<file path="config.mk">
export PLATFORM = sky130hd
export DESIGN_NAME = fixed_div_sqrt
export DESIGN_NICKNAME = d
export VERILOG_FILES = /design/src/rtl/fixed_div_sqrt.sv
export SDC_FILE = /design/constraint.sdc
export NUM_CORES = 1
export LEC_CHECK = 0
export ABC_AREA = 1
export CAP_MARGIN = 25
export CORE_ASPECT_RATIO = 0.7
export CORE_MARGIN = 3
export CORE_UTILIZATION = 51
export DETAILED_ROUTE_END_ITERATION = 8
export GPL_TIMING_DRIVEN = 0
export PLACE_DENSITY = 0.78
export SYNTH_ARGS = -nofsm -noshare
export SYNTH_HDL_FRONTEND = slang
export SYNTH_SLANG_ARGS = --single-unit
</file>
<file path="constraint.sdc">
create_clock -name clk -period 2.3 [get_ports clk]
set_input_delay 0.69 -clock clk [delete_from_list [all_inputs] [get_ports clk]]
set_output_delay 0.69 -clock clk [all_outputs]
set_load 0.03 [all_outputs]
</file>
<file path="src/rtl/fixed_div_sqrt.sv">
// Fixed-point signed divider (restoring, 1 bit/cycle) and unsigned square root (2 bits/cycle).
// Define FIXED_DIV_SQRT_SQRT_EN to build the square-root unit; otherwise its outputs are tied low.
module fixed_div_sqrt #(
  parameter int WIDTH = 32,
  parameter int FBITS = 16
) (
  input  logic             clk,
  input  logic             rst,
  input  logic             div_start,
  input  logic [WIDTH-1:0] div_a,
  input  logic [WIDTH-1:0] div_b,
  output logic             div_done,
  output logic             div_valid,
  output logic [WIDTH-1:0] div_val,
  input  logic             sqrt_start,
  input  logic [WIDTH-1:0] sqrt_rad,
  output logic [WIDTH-1:0] sqrt_root,
  output logic             sqrt_valid
);

  localparam int N   = WIDTH + FBITS;
  localparam int H   = N / 2;
  localparam int DCW = $clog2(N);
  localparam int SCW = $clog2(H);
  localparam logic [DCW-1:0] DLAST = DCW'(N - 1);
  localparam logic [SCW-1:0] SLAST = SCW'(H - 1);

  typedef enum logic [1:0] {ST_IDLE, ST_CALC, ST_FINISH} state_t;

  // ---------------- divider ----------------
  state_t           dstate_q, dstate_d;
  logic [DCW-1:0]   dcnt_q, dcnt_d;
  logic [WIDTH-1:0] drem_q, drem_d;
  logic [N-1:0]     dquo_q, dquo_d;
  logic [WIDTH-1:0] dbv_q, dbv_d;
  logic             dneg_q, dneg_d;
  logic             dbz_q, dbz_d;
  logic             dfin_q, dfin_d;
  logic             dok_q, dok_d;
  logic [WIDTH-1:0] dres_q, dres_d;
  logic             div_done_q, div_done_d;
  logic             div_valid_q, div_valid_d;
  logic [WIDTH-1:0] div_val_q, div_val_d;

  logic [WIDTH-1:0] a_mag, b_mag, q_mag;
  logic [WIDTH:0]   d_shift, d_diff;
  logic             d_ovf, d_ok;

  always_comb begin
    dstate_d    = dstate_q;
    dcnt_d      = dcnt_q;
    drem_d      = drem_q;
    dquo_d      = dquo_q;
    dbv_d       = dbv_q;
    dneg_d      = dneg_q;
    dbz_d       = dbz_q;
    dok_d       = dok_q;
    dres_d      = dres_q;
    dfin_d      = 1'b0;
    div_done_d  = dfin_q;
    div_valid_d = div_valid_q;
    div_val_d   = div_val_q;

    a_mag   = div_a[WIDTH-1] ? (~div_a + 1'b1) : div_a;
    b_mag   = div_b[WIDTH-1] ? (~div_b + 1'b1) : div_b;
    d_shift = {drem_q, dquo_q[N-1]};
    d_diff  = d_shift - {1'b0, dbv_q};
    q_mag   = dquo_q[WIDTH-1:0];
    // The negative range reaches one step further than the positive range.
    d_ovf   = (|dquo_q[N-1:WIDTH]) ||
              (q_mag[WIDTH-1] && (!dneg_q || (|q_mag[WIDTH-2:0])));
    d_ok    = !dbz_q && !d_ovf;

    if (dfin_q) begin
      div_val_d   = dres_q;
      div_valid_d = dok_q;
    end

    case (dstate_q)
      ST_IDLE: begin
        if (div_start) begin
          dquo_d   = {a_mag, {FBITS{1'b0}}};
          dbv_d    = b_mag;
          drem_d   = '0;
          dneg_d   = div_a[WIDTH-1] ^ div_b[WIDTH-1];
          dbz_d    = (div_b == '0);
          dcnt_d   = '0;
          dstate_d = ST_CALC;
        end
      end
      ST_CALC: begin
        if (!d_diff[WIDTH]) begin
          drem_d = d_diff[WIDTH-1:0];
          dquo_d = {dquo_q[N-2:0], 1'b1};
        end else begin
          drem_d = d_shift[WIDTH-1:0];
          dquo_d = {dquo_q[N-2:0], 1'b0};
        end
        if (dcnt_q == DLAST) begin
          dstate_d = ST_FINISH;
        end else begin
          dcnt_d = dcnt_q + 1'b1;
        end
      end
      ST_FINISH: begin
        dok_d    = d_ok;
        dres_d   = d_ok ? (dneg_q ? (~q_mag + 1'b1) : q_mag) : '0;
        dfin_d   = 1'b1;
        dstate_d = ST_IDLE;
      end
      default: dstate_d = ST_IDLE;
    endcase
  end

  always_ff @(posedge clk) begin
    if (rst) begin
      dstate_q    <= ST_IDLE;
      dcnt_q      <= '0;
      drem_q      <= '0;
      dquo_q      <= '0;
      dbv_q       <= '0;
      dneg_q      <= 1'b0;
      dbz_q       <= 1'b0;
      dfin_q      <= 1'b0;
      dok_q       <= 1'b0;
      dres_q      <= '0;
      div_done_q  <= 1'b0;
      div_valid_q <= 1'b0;
      div_val_q   <= '0;
    end else begin
      dstate_q    <= dstate_d;
      dcnt_q      <= dcnt_d;
      drem_q      <= drem_d;
      dquo_q      <= dquo_d;
      dbv_q       <= dbv_d;
      dneg_q      <= dneg_d;
      dbz_q       <= dbz_d;
      dfin_q      <= dfin_d;
      dok_q       <= dok_d;
      dres_q      <= dres_d;
      div_done_q  <= div_done_d;
      div_valid_q <= div_valid_d;
      div_val_q   <= div_val_d;
    end
  end

  assign div_done  = div_done_q;
  assign div_valid = div_valid_q;
  assign div_val   = div_val_q;

  // ---------------- square root ----------------
`ifdef FIXED_DIV_SQRT_SQRT_EN
  state_t           sstate_q, sstate_d;
  logic [SCW-1:0]   scnt_q, scnt_d;
  logic [N-1:0]     sx_q, sx_d;
  logic [H-1:0]     srem_q, srem_d;
  logic [H-1:0]     sroot_q, sroot_d;
  logic [WIDTH-1:0] sqrt_root_q, sqrt_root_d;
  logic             sqrt_valid_q, sqrt_valid_d;

  logic [H+1:0]     s_rt, s_trial, s_diff;

  always_comb begin
    sstate_d     = sstate_q;
    scnt_d       = scnt_q;
    sx_d         = sx_q;
    srem_d       = srem_q;
    sroot_d      = sroot_q;
    sqrt_root_d  = sqrt_root_q;
    sqrt_valid_d = 1'b0;

    // The partial remainder never exceeds H bits before the final step.
    s_rt    = {srem_q, sx_q[N-1:N-2]};
    s_trial = {sroot_q, 2'b01};
    s_diff  = s_rt - s_trial;

    case (sstate_q)
      ST_IDLE: begin
        if (sqrt_start) begin
          sx_d     = {sqrt_rad, {FBITS{1'b0}}};
          srem_d   = '0;
          sroot_d  = '0;
          scnt_d   = '0;
          sstate_d = ST_CALC;
        end
      end
      ST_CALC: begin
        sx_d = {sx_q[N-3:0], 2'b00};
        if (s_rt >= s_trial) begin
          srem_d  = s_diff[H-1:0];
          sroot_d = {sroot_q[H-2:0], 1'b1};
        end else begin
          srem_d  = s_rt[H-1:0];
          sroot_d = {sroot_q[H-2:0], 1'b0};
        end
        if (scnt_q == SLAST) begin
          sstate_d = ST_FINISH;
        end else begin
          scnt_d = scnt_q + 1'b1;
        end
      end
      ST_FINISH: begin
        sqrt_root_d  = {{(WIDTH-H){1'b0}}, sroot_q};
        sqrt_valid_d = 1'b1;
        sstate_d     = ST_IDLE;
      end
      default: sstate_d = ST_IDLE;
    endcase
  end

  always_ff @(posedge clk) begin
    if (rst) begin
      sstate_q     <= ST_IDLE;
      scnt_q       <= '0;
      sx_q         <= '0;
      srem_q       <= '0;
      sroot_q      <= '0;
      sqrt_root_q  <= '0;
      sqrt_valid_q <= 1'b0;
    end else begin
      sstate_q     <= sstate_d;
      scnt_q       <= scnt_d;
      sx_q         <= sx_d;
      srem_q       <= srem_d;
      sroot_q      <= sroot_d;
      sqrt_root_q  <= sqrt_root_d;
      sqrt_valid_q <= sqrt_valid_d;
    end
  end

  assign sqrt_root  = sqrt_root_q;
  assign sqrt_valid = sqrt_valid_q;
`else
  logic sqrt_unused;
  assign sqrt_unused = ^{sqrt_start, sqrt_rad};
  assign sqrt_root   = '0;
  assign sqrt_valid  = 1'b0;
`endif

endmodule

</file>
## Yosys cells after proc, flatten, opt, wreduce, memory -nomap -nowiden

Index checks and enable logic that the tools add are counted.

| storage, ports and cells | value |
|---|---|
| word-level logic and storage cells | 61 |
| register bits after elaboration | 190 |
| output and inout bits | 67 |
| input bits | 100 |

| operators by class | value |
|---|---|
| add/subtract/negate cells | 5 |
| reductions and logical operators | 16 |
| bitwise gates (word level) | 4 |
| multiplexer cells | 17 |
| eq/ne operators | 6 |

Operator list:

| kind | number |
|---|---|
| 32-bit two-way mux | 6 |
| 32-bit by 1-bit adder with 32-bit output (second input constant) | 3 |
| 32-bit inverter | 3 |
| 48-bit one-hot mux with 2 select lines | 1 |
| 32-bit one-hot mux with 2 select lines | 1 |
| 48-bit two-way mux | 1 |
| 33-bit by 32-bit subtractor with 33-bit output | 1 |
| 32-bit logical NOT | 1 |
| 31-bit OR reduction | 1 |
| 16-bit OR reduction | 1 |
| 6-bit two-way mux | 2 |
| 6-bit one-hot mux with 2 select lines | 1 |
| 6-bit by 1-bit adder with 6-bit output (second input constant) | 1 |
| 6-bit == test (second input constant) | 1 |
| 2-bit inequality test (second input constant) | 3 |
| 2-bit AND reduction | 3 |
| 2-bit two-way mux | 2 |
| 2-bit one-hot mux with 2 select lines | 1 |
| 1-bit logical NOT | 3 |
| 3-bit AND reduction | 1 |
| 2-bit by 1-bit == test with 1-bit output (second input constant) | 1 |
| 2-bit == test (second input constant) | 1 |
| 1-bit logical AND | 2 |
| 2-bit logical NOT | 1 |
| 4 further kinds | 6 |

## Depth between registers and ports, before layout

Gate-level depths: netlist (run 1).

| depth | value |
|---|---|
| depth in word-level cells | 7 |
| gate-level depth with buffers | 19 |
| depth with buffers taken out | 18 |

## Worst setup path after synthesis (run 1)

Ideal clock, no wire load.

| timing path | value |
|---|---|
| path kind | register to register |
| start | register dquo_q[47] |
| end | register drem_q[26] |
| buffers on the path | 1 |
| clock period less this slack | 2158 ps |
| data arrival time | 2046 ps |
| required time | 2188 ps |
| cell stages (with the launch flop) | 20 |
| setup time | 112 ps |
| path slack | 142 ps |
| path through | dfxtp_1 -> inv_1 -> ha_1 -> inv_1 -> fa_1 -> nand2_1 -> nand2_1 -> nand3_1 -> nand2_1 -> nand2_1 -> nand2_1 -> nand2_2 -> nand2_2 -> nand2_2 -> nand2_4 -> buf_8 -> nand2_4 -> nand2_1 -> nand2_1 -> nand2_1 |

| between the ends | value |
|---|---|
| word-level cells in the longest chain between the ends | 3 |

RTL lines:

| element | line | text |
|---|---|---|
| from (decl) | 34 | `logic [N-1:0] dquo_q, dquo_d;` |
| from (signal assigned) | 134 | `dquo_q <= dquo_d;` |
| 33-bit by 32-bit subtractor with 33-bit output | 67 | `d_diff = d_shift - {1'b0, dbv_q};` |
| 32-bit two-way mux | 92 | `if (!d_diff[WIDTH]) begin` |
| 32-bit one-hot mux with 2 select lines | 79 | `case (dstate_q)` |
| to (signal assigned) | 133 | `drem_q <= drem_d;` |
| to (decl) | 33 | `logic [WIDTH-1:0] drem_q, drem_d;` |

Every way passes these cells.
A chain may end at the register's enable or synchronous reset.

## Worst setup path after layout (run 1)

| timing path | value |
|---|---|
| start | register dbv_q[30] |
| end | register drem_q[31] |

| between the ends | value |
|---|---|
| word-level cells in the longest chain between the ends | 3 |

RTL lines:

| element | line | text |
|---|---|---|
| from (decl) | 35 | `logic [WIDTH-1:0] dbv_q, dbv_d;` |
| from (signal assigned) | 135 | `dbv_q <= dbv_d;` |
| 33-bit by 32-bit subtractor with 33-bit output | 67 |  |
| 32-bit two-way mux | 92 |  |
| 32-bit one-hot mux with 2 select lines | 79 |  |

Every way passes these cells.

==> impl_metrics.tcl, run 1 <==
set metrics [dict create \
    synth_seq_cells 190 \
    place.gp.congestion 0.974 \
    grt.total_usage_pct 28.8 \
    die_x_um 194 \
    crit_chain "inv_1 > ha_1 > nand2_2 > nor2_1 > nor2_1 > nand2_1 > a21oi_4 > nand2_8 > nand2_4 > nand2_8 > buf_8 > nand2_4 > nand2_1 > nand2_1 > nand2_1" \
    arrival_ns 2.63 \
    ys_warn_count 0 \
    setup_viol 0 \
    crit_top_cell "nand2_1" \
    synth_ff_type "dfxtp_1" \
    path_clk_slew_ns 0.08 \
    grt_pass1_vias 11900 \
    path_buf_inv 2 \
    cts_tree "done" \
    yosysTopAreaCell "dfxtp_1" \
    ys_seq_area_share_pct 30.1 \
    outcome "finished, final reports clean" \
    worstMarginPinSlew_ns 0.808 \
    maxCapViolations 0 \
    clk_latency_ns 0.45 \
    layout_min_cycle_time_ns 2.28 \
    synth_area_um2 12600 \
    max-slew-margin-rel_pct 46.1 \
    slowest_stage "ha_1" \
    hold_buffers 0 \
    drive_above_1_share_pct 10.8 \
    grt_pass1_wl_mm 62.0 \
    endpoint_kind "register" \
    internal_power_mw 7.18 \
    seqPwrFrac_pct 29.4 \
    core_area_um2 24000 \
    fp.dieH_um 138 \
    drtPass1Iterations 5 \
    path_class "register to register" \
    root_buffer "clkbuf_16" \
    switchingPower_mw 5.36 \
    async_reset_ff_share_pct 0 \
    switching_share_pct 42.8 \
    rsz0062_at_grt "true" \
    max_freq_mhz 438 \
    via_per_inst 5.29 \
    hold_violations 0 \
    cts_buffers 17 \
    synth_cells 2078 \
    clock-sinks 190 \
    multi_input_area_um2 7820 \
    slew_violations 0 \
    comb_power_share_pct 47.5 \
    fin_crit_sh_pct 99.3 \
    grt_overflow 0 \
    place_ws_ns -0.661 \
    p_per_area_nw_per_um2 807 \
    synth.distinct_cells 47 \
    ir_worst_vdd_v 0.000640 \
    fin_hold_ws_ns 0.458 \
    grt_max_degree 19 \
    path_delay_family "simple AND/OR/NAND/NOR gates" \
    antenna_found_initial 0 \
    synth_top_area_share_pct 30.1 \
    port_buffers 98 \
    drc 0 \
    syn_avg_cell_area_um2 6.08 \
    p_leak_nw 7.56 \
    clockBufferDepth 2 \
    drt_wl_total_mm 40.6 \
    diodes 0 \
    post_drt_wl_per_cell_um 15.8 \
    initial_core_util_pct 52.7 \
    synth_edf_count 0 \
    nFillCells 2216 \
    drtIter0Drc 1512 \
    cp-start-kind "register" \
    regArea_um2 3810 \
    fin_skew_ns 0.0151 \
    fin_nets 2383 \
    hp-class "register to register" \
    synthTopCellsByArea "dfxtp_1 (30%), nand2_1 (19%), inv_1 (8.8%), nor2_1 (7.0%), nand3_1 (4.5%)" \
    ant_nets 0 \
    htree_levels 4 \
    finalPower_mw 12.5 \
    cp_data_required_time_ns 2.65 \
    power_frac_clock_pct 23.0 \
    place_hpwl_mm 31.0 \
    path_max_fanout 10 \
    max_stage_delay_ns 0.36 \
    vias 13600 \
    die_area_um2 26700 \
    ios 167 \
    layout_setup_ws_ns 0.0152 \
    rows 47 \
    syn2layout_area_growth_pct 23.0 \
]
## worst paths after layout
| check | startpoint | end | slack [ns] | cells past startpoint |
|---|---|---|---|---|
| setup / recovery | dbv_q[30] | drem_q[31] | 0.02 | 15 |
| hold / removal | dquo_q[45] | dquo_q[45] | 0.46 | 2 |
| setup reg to reg | dbv_q[30] | drem_q[31] | 0.02 | 15 |
| hold reg to reg | dquo_q[45] | dquo_q[45] | 0.46 | 2 |
## what timing repair did
| item | 4_1_cts | 5_1_grt |
|---|---|---|
| buffers inserted | 8 | 8 |
| pin swaps | 10 | 19 |
| endpoints found under the setup margin | 73 | 81 |
| gates cloned | 1 | 2 |
| gates resized for setup | 46 | 113 |
## area by class of cell
class	count	area share [%]
Clock buffer	19	2.85
Timing Repair Buffer	117	7.62
Buffer	99	3.86
Sequential cell	190	24.5
Tap cell	318	2.56
Multi-Input combinational cell	1514	50.3
Inverter	307	7.46
Clock inverter	13	0.813
## Yosys cell counts (3+ instances only)
cell type,count
nand4_1,24
clkbuf_1,47
buf_6,4
clkinv_1,3
inv_2,8
nor3_1,30
o221ai_1,8
nor2_1,236
or2_2,6
ha_1,36
nor3_2,3
buf_1,6
dfxtp_1,190
o21ai_1,12
o32ai_1,7
nor2_2,8
nand3b_1,11
buf_2,4
a21oi_1,104
o21ai_0,113
o21a_1,5
buf_4,37
nor4_1,4
xnor2_1,8
nand3_1,113
nand2_2,8
and2_1,4
nand2_1,639
xor2_1,53
o211ai_1,13
inv_1,296
o22ai_1,18
## sequential cells by signal, indices dropped and copies added, names as in the netlist
register,flops
dneg_q,1
dfin_q,1
dbv_q,32
dcnt_q,6
dok_q,1
div_val,32
div_valid,1
div_done,1
dbz_q,1
dres_q,32
drem_q,32
dstate_q,2
dquo_q,48
## layout by cell type (no fill, tap or decap), types with 7 or more instances in the layout
master,n
nand4_1,24
xor2_1,53
clkbuf_16,19
conb_1,33
buf_4,52
a21oi_1,102
nand2_1,613
ha_1,14
clkdlybuf4s50_1,96
o22ai_1,18
nor2_4,8
nor3_1,26
dfxtp_1,186
inv_1,280
nand2_2,27
nor2_1,221
xnor2_1,8
nand3_2,7
o21ai_1,13
clkbuf_1,40
o32ai_1,7
o21ai_0,110
inv_2,21
nand3b_1,11
nand3_1,106
clkbuf_2,9
nor2_2,15
o211ai_1,13
ha_4,20
o221ai_1,8
## worst register-to-register path, stage by stage (launching register included)
cell and delay, ns:
dfxtp_1 0.32, inv_1 0.11, ha_1 0.37, nand2_2 0.13
nor2_1 0.06, nor2_1 0.09, nand2_1 0.11, a21oi_4 0.31
nand2_8 0.09, nand2_4 0.11, nand2_8 0.09, buf_8 0.16
nand2_4 0.08, nand2_1 0.06, nand2_1 0.07, nand2_1 0.04
## metal layers
layer | share of wire [%] | vias to the layer above | global-route usage, %
li1 | - | 6830 | -
met1 | 49 | 6165 | 44.6
met2 | 40 | 595 | 40.7
met3 | 9.9 | 45 | 6.09
met4 | 1.4 | 0 | 5.66
met5 | 0 | - | 0
## power by group through the flow
stage	combinational, mW	sequential [mW]	clock [mW]
2_1_floorplan	3.56	3.67	0
3_3_place_gp	4.71	3.71	0
3_5_place_dp	4.78	3.72	0
4_1_cts	5.12	3.66	2.90
5_1_grt	6.56	3.71	3.01
6_report	5.96	3.69	2.89
## per-stage QoR
step / cells / util [%] / setup TNS, ns / instance area, um^2
after global routing: 2577 / 64.8 / -2.51 / 15500
final: 2577 / 64.8 / 0 / 15500
after global placement: 2526 / 58.9 / -47.99 / 14100
after floorplan: 2110 / - / 0 / 12800
after CTS: 2567 / 62.4 / 0 / 15000
after detailed placement: 2526 / 58.9 / -48.96 / 14100
## cells by family after synthesis
kind of cell | after synthesis | synth area share, %
and+or+nand+nor | 1094 | 35.8
other | 1 | 0.0297
adders and majority gates | 37 | 3.72
buffers and inverters | 406 | 13.5
AOI/OAI and AO/OA | 289 | 12.6
xor gates and xnor gates | 61 | 4.23
DFF | 190 | 30.1
Power figures use the tool's default switching activity.
==> inputs of run 2 (changes only) <==
- RECOVER_POWER: default -> 25
==> impl_metrics.tcl, run 2 (synthesis results as in run 1) <==
set metrics [dict create \
    max_freq_mhz 438 \
    initial_core_util_pct 52.7 \
    root_buffer "clkbuf_16" \
    grt_overflow 0 \
    drive_above_1_share_pct 10.7 \
    path_max_fanout 10 \
    drtIter0Drc 1488 \
    layout_setup_ws_ns 0.0173 \
    via_per_inst 5.32 \
    layout_min_cycle_time_ns 2.28 \
    finalPower_mw 12.5 \
    crit_chain "inv_1 > ha_1 > nand2_2 > nor2_1 > nor2_1 > nand2_1 > a21oi_4 > nand2_8 > nand2_4 > nand2_8 > buf_8 > nand2_4 > nand2_1 > nand2_1 > nand2_1" \
    port_buffers 98 \
    largest-register "dquo_q" \
    ios 167 \
    die_area_um2 26700 \
    die_x_um 194 \
    fin_nets 2383 \
    place_ws_ns -0.661 \
    diodes 0 \
    drc 0 \
    grt_pass1_wl_mm 62.0 \
    ir_worst_vdd_v 0.000640 \
    hold_violations 0 \
    clockBufferDepth 2 \
    htree_levels 4 \
    outcome "finished, final reports clean" \
    max-slew-margin-rel_pct 47.7 \
    vias 13700 \
    r2r_end "drem_q[31]" \
    drtPass1Iterations 5 \
    min_from "dquo_q[45]" \
    path_delay_family "simple AND/OR/NAND/NOR gates" \
    mostFrequentLayoutCells "nand2_1 (613), inv_1 (280), nor2_1 (222)" \
    syn2layout_area_growth_pct 22.9 \
    fin_skew_ns 0.0143 \
    worstMarginPinSlew_ns 0.784 \
    endpoint_kind "register" \
    rsz0062_at_grt "true" \
    max_stage_delay_ns 0.36 \
    maxCapViolations 0 \
    worst-r2r-cell-count 15 \
    grt.total_usage_pct 28.8 \
    hold-path-endpoint "dquo_q[45]" \
    rrSetupSlack_ns 0.02 \
    place_hpwl_mm 31.0 \
    fin_crit_sh_pct 99.2 \
    p_per_area_nw_per_um2 807 \
    antenna_found_initial 0 \
    timing.rr.start "dbv_q[30]" \
    worstHoldPathCells 2 \
    grt_pass1_vias 11900 \
    place.gp.congestion 0.974 \
    drt_wl_total_mm 40.6 \
    cp.depth 15 \
    cts_buffers 17 \
    path_class "register to register" \
    fin_hold_ws_ns 0.458 \
    nFillCells 2218 \
    final_common_cell "nand2_1" \
    core_area_um2 24000 \
    grt_max_degree 19 \
    path_clk_slew_ns 0.08 \
    ant_nets 0 \
    slowest_stage "ha_1" \
    clk_latency_ns 0.45 \
    setup_viol 0 \
    post_drt_wl_per_cell_um 15.8 \
    p_leak_nw 7.56 \
    crit_top_cell "nand2_1" \
    arrival_ns 2.63 \
    slew_violations 0 \
    cts_tree "done" \
    rows 47 \
    cp_data_required_time_ns 2.65 \
    clock-sinks 190 \
    hp-class "register to register" \
    largest_reg_flops 48 \
    fp.dieH_um 138 \
    path_buf_inv 2 \
    cp-start-kind "register" \
    hold_buffers 0 \
]
==> run 2: repair_timing <==
| action | in CTS | in global routing |
|---|---|---|
| resized for setup | 46 | 113 |
| gates cloned | 1 | 2 |
| buffers inserted | 8 | 8 |
| setup endpoints to repair | 73 | 81 |
| pin swaps | 10 | 19 |
==> run 2: worst max path at each step <==
stage / slack (ns) / from / endpoint
4_1_cts: 0.003 / dquo_q[47] / drem_q[8]
6_report: 0.02 / dbv_q[30] / drem_q[31]
3_5_place_dp: -0.66 / div_start / drem_q[29]
2_1_floorplan: 0.14 / dquo_q[47] / drem_q[26]
5_1_grt: -0.13 / drem_q[26] / drem_q[10]
3_3_place_gp: -0.64 / div_start / drem_q[30]
==> run 2: cell type report <==
class                   count  area, um^2  share of cell area, %
inverters                 307        1160                   7.47
well taps                 318         398                   2.56
repair buffers            117        1180                   7.62
multi-input cells        1514        7820                   50.3
flip-flops and latches    190        3810                   24.5
plain buffers              99         596                   3.83
clock inverters            13         126                  0.814
clock buffers              19         443                   2.85
==> run 2: routing by layer <==
layer | wire length [um] | GRT usage, % | vias to the layer above
li1 | - | - | 6829
met3 | 4060 | 6.09 | 47
met4 | 525 | 5.66 | 0
met2 | 16300 | 40.7 | 616
met5 | 0 | 0 | -
met1 | 19700 | 44.6 | 6205
==> run 2: stage by stage <==
step                      cells  setup TNS [ns]  utilization [%]  cell area [um^2]
after floorplan            2110               0                -             12800
final                      2577               0             64.7             15500
after global routing       2577           -2.75             64.7             15500
after detailed placement   2526          -48.96             58.9             14100
after global placement     2526          -47.99             58.9             14100
after CTS                  2567               0             62.4             15000
==> run 2: report_power, final <==
group	total [mW]	internal (mW)	switching, mW
Combinational	5.96	2.22	3.74
Clock	2.88	1.46	1.43
Sequential	3.69	3.50	0.195
Total	12.5	7.17	5.36
==> run 2: worst register-to-register path, cell delays in order, from the launching register on <==
cell and delay (ns):
dfxtp_1 0.32, inv_1 0.11, ha_1 0.37, nand2_2 0.13, nor2_1 0.06, nor2_1 0.09, nand2_1 0.11, a21oi_4 0.31
nand2_8 0.09, nand2_4 0.11, nand2_8 0.09, buf_8 0.16, nand2_4 0.08, nand2_1 0.06, nand2_1 0.07, nand2_1 0.04
